`src/rtl/palette_pkg.sv`:
```
// -----------------------------------------------------------------------------
// palette_pkg
// Shared definitions for the palette loader, the palette slave and the pixel
// path.
//   pl_state_t        loader FSM state encoding
//   PAL_ENTRIES       number of 24-bit colour entries (8 palettes x 4 colours)
//   PAL_IDX_W         width of a palette entry index
//   PAL_CNT_W         width of an entry count able to hold 0..PAL_ENTRIES
//   PAL_BYTE_EN_RGB   byte enables covering the RGB bytes of a palette word
//   pal_palette()     palette number from an entry index (bits [4:2])
//   pal_colour()      colour slot from an entry index (bits [1:0])
//   pal_index()       entry index from a palette number and colour slot
// -----------------------------------------------------------------------------
package palette_pkg;

    typedef enum logic [2:0] {
        IDLE    = 3'd0,
        RD_REQ  = 3'd1,
        RD_WAIT = 3'd2,
        WR      = 3'd3,
        FIN     = 3'd4
    } pl_state_t;

    localparam int PAL_ENTRIES = 32;
    localparam int PAL_IDX_W   = $clog2(PAL_ENTRIES);
    // One extra bit so that a full load of PAL_ENTRIES is representable.
    localparam int PAL_CNT_W   = PAL_IDX_W + 1;

    localparam logic [3:0] PAL_BYTE_EN_RGB = 4'b0111;

    function automatic logic [2:0] pal_palette(input logic [PAL_IDX_W-1:0] idx);
        return idx[4:2];
    endfunction

    function automatic logic [1:0] pal_colour(input logic [PAL_IDX_W-1:0] idx);
        return idx[1:0];
    endfunction

    function automatic logic [PAL_IDX_W-1:0] pal_index(input logic [2:0] palette,
                                                       input logic [1:0] colour);
        return {palette, colour};
    endfunction

endpackage : palette_pkg

```
`src/rtl/palette_loader.sv`:
```
// -----------------------------------------------------------------------------
// palette_loader
// Bulk-loads palette entries from system memory. Reads consecutive 32-bit
// words through an Avalon-MM read master (one read outstanding at a time) and
// writes the RGB part of each word into the palette slave's register file.
//
// Ports
//   CLK_100            system clock, rising edge
//   RESET              synchronous active-high reset, aborts any load
//   start              one-cycle load request, ignored unless idle
//   src_base           byte address of the first source word
//   first_index        first palette entry ([4:2] palette, [1:0] colour)
//   count              number of entries to load, 0..32
//   busy               load in progress (read/write phases)
//   done               one-cycle completion pulse
//   RD_ADDR/RD_READ    read-master request
//   RD_WAITREQUEST     read-slave stall
//   RD_READDATA        read data
//   RD_READDATAVALID   read data strobe
//   PAL_ADDR           palette entry address
//   PAL_WRITEDATA      {8'h00, RGB}
//   PAL_BYTE_EN        4'b0111 during a write, else 0
//   PAL_WRITE          palette write strobe
//   PAL_CS             palette chip select, mirrors PAL_WRITE
// -----------------------------------------------------------------------------
module palette_loader
    import palette_pkg::*;
#(
    parameter int SRC_AW = 32,
    parameter int STRIDE = 4
) (
    input  logic                 CLK_100,
    input  logic                 RESET,

    input  logic                 start,
    input  logic [SRC_AW-1:0]    src_base,
    input  logic [4:0]           first_index,
    input  logic [5:0]           count,
    output logic                 busy,
    output logic                 done,

    output logic [SRC_AW-1:0]    RD_ADDR,
    output logic                 RD_READ,
    input  logic                 RD_WAITREQUEST,
    input  logic [31:0]          RD_READDATA,
    input  logic                 RD_READDATAVALID,

    output logic [4:0]           PAL_ADDR,
    output logic [31:0]          PAL_WRITEDATA,
    output logic [3:0]           PAL_BYTE_EN,
    output logic                 PAL_WRITE,
    output logic                 PAL_CS
);

    localparam logic [SRC_AW-1:0] ADDR_STEP = SRC_AW'(STRIDE);

    // -------------------------------------------------------------------------
    // State and datapath registers
    // -------------------------------------------------------------------------
    pl_state_t              state_reg,  state_next;
    logic [SRC_AW-1:0]      addr_reg,   addr_next;
    logic [PAL_IDX_W-1:0]   entry_reg,  entry_next;
    logic [PAL_CNT_W-1:0]   remain_reg, remain_next;
    logic [23:0]            data_reg,   data_next;

    // Only the RGB bytes of the source word are used.
    logic unused_rd_hi;
    assign unused_rd_hi = ^RD_READDATA[31:24];

    // -------------------------------------------------------------------------
    // State register
    // -------------------------------------------------------------------------
    always_ff @(posedge CLK_100) begin
        if (RESET) begin
            state_reg <= IDLE;
        end else begin
            state_reg <= state_next;
        end
    end

    // -------------------------------------------------------------------------
    // Next-state logic
    // -------------------------------------------------------------------------
    always_comb begin
        state_next = state_reg;
        unique case (state_reg)
            IDLE: begin
                if (start) begin
                    // A zero-length load completes without touching either bus.
                    state_next = (count != '0) ? RD_REQ : FIN;
                end
            end
            RD_REQ: begin
                if (!RD_WAITREQUEST) begin
                    state_next = RD_WAIT;
                end
            end
            RD_WAIT: begin
                if (RD_READDATAVALID) begin
                    state_next = WR;
                end
            end
            WR: begin
                // remain_reg still holds the pre-decrement value here.
                state_next = (remain_reg == PAL_CNT_W'(1)) ? FIN : RD_REQ;
            end
            FIN: begin
                state_next = IDLE;
            end
            default: begin
                state_next = IDLE;
            end
        endcase
    end

    // -------------------------------------------------------------------------
    // Datapath registers: address, entry and remaining counters, read data
    // -------------------------------------------------------------------------
    always_ff @(posedge CLK_100) begin
        if (RESET) begin
            addr_reg   <= '0;
            entry_reg  <= '0;
            remain_reg <= '0;
            data_reg   <= '0;
        end else begin
            addr_reg   <= addr_next;
            entry_reg  <= entry_next;
            remain_reg <= remain_next;
            data_reg   <= data_next;
        end
    end

    always_comb begin
        addr_next   = addr_reg;
        entry_next  = entry_reg;
        remain_next = remain_reg;
        data_next   = data_reg;
        unique case (state_reg)
            IDLE: begin
                if (start && (count != '0)) begin
                    addr_next   = src_base;
                    entry_next  = first_index;
                    remain_next = count;
                end
            end
            RD_WAIT: begin
                if (RD_READDATAVALID) begin
                    data_next = RD_READDATA[23:0];
                end
            end
            WR: begin
                // Entry index wraps 31->0 and the source address wraps at
                // 2^SRC_AW purely through the natural register widths.
                entry_next  = entry_reg + PAL_IDX_W'(1);
                addr_next   = addr_reg + ADDR_STEP;
                remain_next = remain_reg - PAL_CNT_W'(1);
            end
            default: begin
            end
        endcase
    end

    // -------------------------------------------------------------------------
    // Output logic: every bus output is a pure function of the state so that
    // reset (which forces IDLE) immediately silences both masters.
    // -------------------------------------------------------------------------
    always_comb begin
        busy          = 1'b0;
        done          = 1'b0;
        RD_READ       = 1'b0;
        RD_ADDR       = '0;
        PAL_WRITE     = 1'b0;
        PAL_CS        = 1'b0;
        PAL_ADDR      = '0;
        PAL_WRITEDATA = '0;
        PAL_BYTE_EN   = '0;
        unique case (state_reg)
            RD_REQ: begin
                busy    = 1'b1;
                RD_READ = 1'b1;
                RD_ADDR = addr_reg;
            end
            RD_WAIT: begin
                busy = 1'b1;
            end
            WR: begin
                busy          = 1'b1;
                PAL_WRITE     = 1'b1;
                PAL_CS        = 1'b1;
                PAL_ADDR      = entry_reg;
                PAL_WRITEDATA = {8'h00, data_reg};
                PAL_BYTE_EN   = PAL_BYTE_EN_RGB;
            end
            FIN: begin
                done = 1'b1;
            end
            default: begin
            end
        endcase
    end

endmodule : palette_loader

```
`config.mk`:
```
export PLATFORM = sky130hd
export DESIGN_NAME = palette_loader
export DESIGN_NICKNAME = d
export VERILOG_FILES = /design/src/rtl/palette_pkg.sv /design/src/rtl/palette_loader.sv
export SDC_FILE = /design/constraint.sdc
export NUM_CORES = 1
export LEC_CHECK = 0
export CORE_ASPECT_RATIO = 1.2
export CORE_MARGIN = 3
export CORE_UTILIZATION = 35
export CTS_BUF_LIST = sky130_fd_sc_hd__clkbuf_8
export DETAILED_ROUTE_END_ITERATION = 10
export HOLD_SLACK_MARGIN = 0.1
export PLACE_DENSITY_LB_ADDON = 0.25
export REMOVE_ABC_BUFFERS = 1
export SLEW_MARGIN = 15
export SYNTH_ARGS = -nofsm -noshare
export SYNTH_HDL_FRONTEND = slang
export SYNTH_SLANG_ARGS = --single-unit
```
`constraint.sdc`:
```
create_clock -name CLK_100 -period 2.7 [get_ports CLK_100]
set_input_delay 0.54 -clock CLK_100 [delete_from_list [all_inputs] [get_ports CLK_100]]
set_output_delay 0.54 -clock CLK_100 [all_outputs]
set_load 0.03 [all_outputs]
```
Yosys cells after proc, flatten, opt, wreduce, memory -nomap -nowiden
Index checks and enable logic that the tools add are counted.

storage, ports and cells
  logic and storage cells = 45
  memory bits (read-only) = 0
  memories kept = 0
  output and inout port bits = 78
  latch bits = 0
  RAM bits = 0
  input bits = 80
  register bits after elaboration = 70

operators by class
  add/subtract/negate cells = 3
  magnitude comparators = 0
  shift-type cells = 0
  bitwise logic cells = 0
  muxes and demuxes = 20
  div/mod/pow operators = 0
  reductions and logical operators = 8
  $mul = 0
  equality and inequality tests = 9

operators with widths
  kind                     number
  $mux W32                 2
  $pmux W32 S2             1
  $add A32 B3 Y32 const B  1
  $mux W24                 1
  $mux W3                  6
  $pmux W3 S4              1
  $pmux W6 S2              1
  $mux W5                  2
  $pmux W5 S2              1
  $ne A2 B2 Y1 const B     4
  $eq A3 B2 Y1 const B     2
  $eq A6 B1 Y1 const B     1
  $mux W6                  1
  $reduce_bool A6 Y1       1
  $sub A6 B1 Y6 const B    1
  $add A5 B1 Y5 const B    1
  $mux W1                  4
  $reduce_and A2 Y1        2
  $eq A3 B1 Y1 const B     1
  $eq A3 B3 Y1 const B     1
  $logic_not A3 Y1         1
  $reduce_and A3 Y1        1
  $reduce_or A3 Y1         1
  $reduce_bool A2 Y1       1
  $logic_and A1 B1 Y1      1

Longest topological paths before layout
Gate-level depths: netlist (run 1).

  depth after elaboration = 4
  mapped depth = 7

Worst setup path before layout (run 1)
OpenSTA, ideal clock, no wires.

  kind = register to output
  from = register state_reg[1]
  to = output PAL_ADDR[1]
  stages on the path, launching flop included = 6
  setup slack = 0.306 ns
  arrival time = 1.854 ns
  cell sequence = dfxtp_1 -> nand3b_1 -> inv_1 -> clkbuf_1 -> clkbuf_1 -> and2_1

on the way
  word-level cells in the longest chain between the ends = 2

RTL lines
  what                    line                   text
  from (decl)             palette_loader.sv:60   pl_state_t state_reg, state_next;
  from (signal assigned)  palette_loader.sv:77   state_reg <= state_next;
  $eq A3 B2 Y1            palette_loader.sv:177  unique case (state_reg)
  $mux W5                 palette_loader.sv:177
  to (decl)               palette_loader.sv:48   output logic [4:0] PAL_ADDR,

No other way between the ends.

Final worst setup path (run 1)
  from = register state_reg[0]
  to = output RD_ADDR[14]

on the way
  word-level cells in the longest chain between the ends = 2

RTL lines
  what          line                   text
  $eq A3 B1 Y1  palette_loader.sv:177
  $mux W32      palette_loader.sv:177
  to (decl)     palette_loader.sv:42   output logic [SRC_AW-1:0] RD_ADDR,

No other way between the ends.

==> results of run 1 <==
-- tightest hold or removal path, cell delays in order (launching register included) --
cell and delay [ns]:
dfxtp_1 0.31, nand2_1 0.05, a21oi_1 0.05
-- logic make-up after synthesis --
group,Yosys count,share of synthesized area (%)
simple gates,269,35.2
compound gates,126,19.8
flops,70,35.1
buf+inv,56,6.80
fa+ha+maj,4,1.25
mux,4,1.13
xor+xnor,3,0.658
other cells,1,0.0940
-- final cells by class --
cell class                 instances  share of cell area, %
clock buffer                      10                   2.40
clock inverter                     6                   1.49
inverter                           7                  0.459
multi-input combinational        415                   41.1
sequential                        70                   24.5
tap                              154                   3.36
timing repair buffer             161                   26.7
-- power by group through the flow --
stage	Combinational, uW	Sequential, uW	Clock [uW]
2_1_floorplan	361	1210	0
3_3_place_gp	696	1230	0
3_5_place_dp	707	1230	0
4_1_cts	710	1210	983
5_1_grt	776	1230	1030
6_report	704	1210	957
-- path summary, 6_finish.rpt --
path	startpoint	endpoint	cells past startpoint
hold reg to reg	addr_reg[1]	addr_reg[1]	2
setup / recovery	state_reg[0]	RD_ADDR[14]	3
hold / removal	addr_reg[1]	addr_reg[1]	2
setup reg to reg	addr_reg[9]	addr_reg[27]	5
-- routing by layer --
layer	track usage (%)	routed length (um)
met5	0	0
met4	7.45	214
met3	4.29	820
met2	33.4	6000
met1	22.9	5160
-- cells in the mapped netlist, drive strengths merged (3+ instances only) --
master	number	area [um2]
a2bb2oi	3	26.3
and3	13	81.3
dfxtp	70	1400
o221ai	3	26.3
nand2	90	338
a31oi	9	56.3
mux2	4	45.0
a22oi	6	45.0
ha	4	50.1
nor4b	3	47.5
o211ai	3	22.5
nand4	8	50.1
o21ai	11	55.1
clkbuf	31	116
o22ai	4	25.0
nand3	18	95.1
buf	18	129
or3	3	18.8
nor4	5	31.3
nand3b	5	37.5
and2	61	383
a21oi	65	325
nor2	30	115
or4	3	26.3
nor3	19	95.1
inv	7	26.3
-- per-stage QoR --
stage	hold slack (ns)	instance area (um2)	setup slack [ns]
6_report	0.456	5730	0.155
5_1_grt	0.474	5730	0.0704
4_1_cts	0.457	5730	0.135
3_5_place_dp	0.446	5510	0.0337
3_3_place_gp	0.437	5510	0.0507
2_1_floorplan	0.421	3780	-1.15
==> metrics.md, run 1 <==
| Metric | Value |
|---|---|
| Status | `finished, final reports clean` |
| Slew Limit Fails | `0` |
| Kind of critical path | `reg2out` |
| Ant. Diodes | `0` |
| Tcrit/Tclk final | `94.2%` |
| Largest net degree at the start of global routing | `57` |
| Core Util, Final | `between 50% and 60%` |
| Post-cts sizing count | `0` |
| Overall power | `between 2000 and 3000 uW` |
| # port buffers | `140` |
| Die area | `between 10,000 and 15,000 um2` |
| Commonest non-fill, non-tap cell in the layout | `nand2_1` |
| Combinational power share | `between 20% and 30%` |
| HPWL after DPL | `8860 um` |
| Hold buffers post-CTS | `0` |
| Initial core utilization | `about 36%` |
| Core footprint | `about 11,000 um2` |
| Clock sink total | `70` |
| Initial antenna violation count | `0` |
| Most frequent cells in the layout | `90 x nand2_1, 75 x buf_4, 74 x clkdlybuf4s50_1` |
| Startpoint Class | `register` |
| R2r setup slk | `between 0.4 and 0.5 ns` |
| CTS H-tree depth | `3` |
| Static leakage | `0.00221 uW` |
| Vias post-DR | `4,215` |
| Achievable Freq | `about 400 MHz` |
| Internal | `1990 uW` |
| Iter 0 DRT Violations | `around 190` |
| RePlAce Congestion | `between 0.8 and 0.9` |
| Setup bufs post-CTS | `0` |
| Max stage delay on crit path | `roughly 0.73 ns` |
| Worst-Margin Slew | `between 0.7 and 0.8 ns` |
| First-pass GRT wire length | `about 20,000 um` |
| CTS buffer count | `9` |
| Layout net count | `between 700 and 800` |
| Vias per cell | `just over 5` |
| Filler cells | `1,059` |
| Area of the multi-input gates | `between 2000 and 2500 um2` |
| GR Util All Layers | `approximately a fifth` |
| Synth cell types | `62` |
| Crit-path max FO | `12` |
| DR WL/cell | `between 10 and 15 um` |
| First-pass iteration count of the detailed router | `4` |
| Die Height | `roughly 120 um` |
| Required @ worst endpoint | `around 2.2 ns` |
| Synth Register Bits | `70` |
| Min Clock Period, post-route | `around 2.5 ns` |
| Setup tns final | `0 ns` |
| Clock skew | `approximately 0.012 ns` |
| Post-synthesis area per instance | `7.49 um2` |
| Net switching power | `between 800 and 900 uW` |
| Buffer type at the clock tree root | `clkbuf_8` |
| Worst skew pair latency | `0.35 ns` |
| Switching share of total power | `30.7%` |
| RSZ-0062 raised after global routing | `false` |
| IO Pins | `about 160` |
| YS warnings | `0` |
| Crit path buffers/inverters | `1` |
| Die width | `103 um` |
| Post-synth EDFFs | `0` |
| Sequential area share after synthesis | `a little over a third` |
| Crit path DAT | `about 2.0 ns` |
| Antenna-violating nets left | `0` |
| Clk buf depth | `2` |
| Slowest CP cell | `clkdlybuf4s50_1` |
| Overflow after GRT | `0` |
| Share of cells above drive strength 1 | `17.6%` |
| Residual DRC | `0` |
| Area growth syn-to-layout | `43.5%` |
| CP endpoint kind | `output pin` |
| Clock transition at path regs | `0.07 ns` |
| Max-capacitance violation count | `0` |
| Vias in the first global route | `4,147` |
| Endpoints failing setup | `0` |
| Max reg flops | `32` |
| Main synth FF type | `dfxtp_1` |
| FF+latch area | `approximately 1400 um2` |
| Reg power frac | `between 40 and 50%` |
| Asr flop ratio synth | `0%` |
| Crit path max-delay family | `buffers and inverters` |
| # rows | `42` |
| Final wirelength | `12,200 um` |
| Relative slew margins | `49.9%` |
| Hold Path Class | `reg2reg` |
| Cell Count, Final, Fillers Out | `roughly 800` |
| Hold Vio Cnt, Final | `0` |
| Peak supply drop | `roughly 0.26 mV` |
| CTS tree | `yes` |
| Cells after Synth | `between 500 and 600` |
| Syn Std Cell Area | `3990 um2` |
| Placed insts | `807` |
| PwrDens | `about 500 nW/um2` |
| CP Cell Sequence | `nand2_1 > nor3_1 > clkdlybuf4s50_1` |
| Clock network fraction of total power | `between 30 and 40%` |
Note: power is estimated with default switching activity, not from simulation.
==> run 2: changes to the inputs <==
Settings changed: CELL_PAD_IN_SITES_DETAIL_PLACEMENT from default to 0, CELL_PAD_IN_SITES_GLOBAL_PLACEMENT from default to 2, CORE_UTILIZATION 35 to 24.
==> metrics.md, run 2 (synthesis gave the netlist of run 1 again) <==
| Metric | Value |
|---|---|
| Status | `finished, final reports clean` |
| Vias per cell | `4.73` |
| Die width | `~120 um` |
| Final wirelength | `between 10,000 and 15,000 um` |
| Worst setup margin | `~0.14 ns` |
| Worst skew pair latency | `0.36 ns` |
| Vias post-DR | `~4.2k` |
| CTS buffer count | `9` |
| Filler cells | `~1.7k` |
| Overflow after GRT | `0` |
| Commonest non-fill, non-tap cell in the layout | `nand2_1` |
| Most frequent cells in the layout | `90 x nand2_1, 73 x clkdlybuf4s50_1, 69 x dfxtp_1` |
| Die area | `approximately 18,000 um2` |
| Iter 0 DRT Violations | `around 160` |
| Min Clock Period, post-route | `2.56 ns` |
| DR WL/cell | `15.4 um` |
| Cell area after placement | `~5600 um2` |
| Hold Path Class | `reg2reg` |
| RSZ-0062 raised after global routing | `false` |
| Slew Limit Fails | `0` |
| Initial core utilization | `between 20 and 25%` |
| Die Height | `between 100 and 150 um` |
| Residual DRC | `0` |
| RePlAce Congestion | `approximately 0.77` |
| Initial antenna violation count | `1` |
| Area of the multi-input gates | `approximately 2400 um2` |
| First-pass iteration count of the detailed router | `4` |
| Crit-path max FO | `7` |
| Layout net count | `between 700 and 800` |
| Clk buf depth | `2` |
| FF+latch area | `between 1000 and 1500 um2` |
| Hold Vio Cnt, Final | `0` |
| CTS H-tree depth | `3` |
| Antenna-violating nets left | `0` |
| # port buffers | `140` |
| CP endpoint kind | `output pin` |
| Peak supply drop | `0.167 mV` |
| Required @ worst endpoint | `between 2 and 2.5 ns` |
| Max-capacitance violation count | `0` |
| HPWL after DPL | `a little under 10,000 um` |
| Buffer type at the clock tree root | `clkbuf_8` |
| Core Util, Final | `between 30% and 40%` |
| Max reg flops | `32` |
| IO Pins | `158` |
| Vias in the first global route | `4,148` |
| Core footprint | `~16,000 um2` |
| Setup tns final | `0 ns` |
| Clock transition at path regs | `~0.080 ns` |
| Worst Hold Launch | `data_reg[21]` |
| PwrDens | `471 nW/um2` |
| Worst r2r src | `addr_reg[10]` |
| Design area | `just under 6000 um2` |
| Hold path depth | `2` |
| Clock sink total | `70` |
| Relative slew margins | `52.6%` |
| Final hold slack | `about 0.45 ns` |
| GR Util All Layers | `15.0%` |
| Static leakage | `about 0.0023 uW` |
| Crit path DAT | `roughly 2 ns` |
| Endpoints failing setup | `0` |
| Worst-Margin Slew | `0.704 ns` |
| End of the worst register-to-register path | `addr_reg[25]` |
| Sink of the worst hold path | `data_reg[21]` |
| Ant. Diodes | `0` |
| CTS tree | `yes` |
| Kind of critical path | `reg2out` |
| Largest net degree at the start of global routing | `a little over 50` |
| R2R cell count | `5` |
| Clock skew | `a little over 0.008 ns` |
| Startpoint Class | `register` |
| Achievable Freq | `~390 MHz` |
| Area growth syn-to-layout | `45.8%` |
| R2r setup slk | `between 0.4 and 0.5 ns` |
| Share of cells above drive strength 1 | `around 15%` |
| # rows | `approximately 50` |
| First-pass GRT wire length | `between 20,000 and 25,000 um` |
| Worst slack at placement | `-0.0385 ns` |
| Tcrit/Tclk final | `about 95%` |
[run 2: cell count changes in the layout (fill, tap and decap cells not counted), sizes merged]
cell / before / now
buf: 87 / 74
bufinv: 2 / 0
clkbuf: 10 / 12
clkdlybuf4s50: 74 / 73
clkinv: 2 / 0
dlygate4sd2: 0 / 21
dlymetal6s2s: 0 / 2
inv: 7 / 10
[run 2: where the power goes]
group / internal, uW / switching (uW) / total, uW
registers: 1120 / 84.7 / 1200
clock network: 397 / 405 / 801
logic: 345 / 396 / 741
total: 1860 / 885 / 2740
[run 2: through the flow]
step           power [uW]  cells
6_report             2740    891
5_1_grt              2910    891
4_1_cts              2800    887
3_5_place_dp         1980    871
3_3_place_gp         1970    871
2_1_floorplan        1570    492
[run 2: layout make-up]
class                           count  share of cell area [%]
Sequential cell                    70                    24.1
Multi-Input combinational cell    415                    40.5
Tap cell                          212                    4.56
Timing Repair inverter              1                  0.0860
Timing Repair Buffer              170                    27.1
Clock inverter                      4                   0.258
Inverter                            7                   0.516
Clock buffer                       12                    2.84
[run 2: how the worst max path moves through the flow]
stage | endpoint | depth (start not counted) | start
after CTS | PAL_WRITEDATA[4] | 6 | state_reg[2]
after detailed placement | addr_reg[15] | 8 | count[1]
after floorplan | entry_reg[4] | 6 | state_reg[0]
after global placement | addr_reg[15] | 8 | count[1]
after global routing | RD_ADDR[14] | 5 | state_reg[1]
final | RD_ADDR[14] | 5 | state_reg[1]
[run 2: metal layers]
layer | share of wire [%] | GRT usage (%) | routed length (um)
met1 | 43 | 17.8 | 5950
met2 | 47 | 24.4 | 6440
met3 | 8.7 | 5.51 | 1200
met4 | 1.1 | 5.76 | 157
met5 | 0.15 | 0 | 20
[run 2: repair_timing]
item / CTS / global route
gates cloned: 0 / 1
gates resized for setup: 21 / 4
endpoints found under the hold margin: 0 / 0
hold buffers: 0 / 0
pin swaps: 0 / 0
endpoints found under the setup margin: 21 / 25
buffers inserted: 0 / 3
[run 2: worst max-delay path: stages, from the launching register on]
cell and delay (ns):
dfxtp_1 0.39, inv_1 0.18, nand2_1 0.10, buf_4 0.16
nor3_1 0.13, clkdlybuf4s50_1 0.70
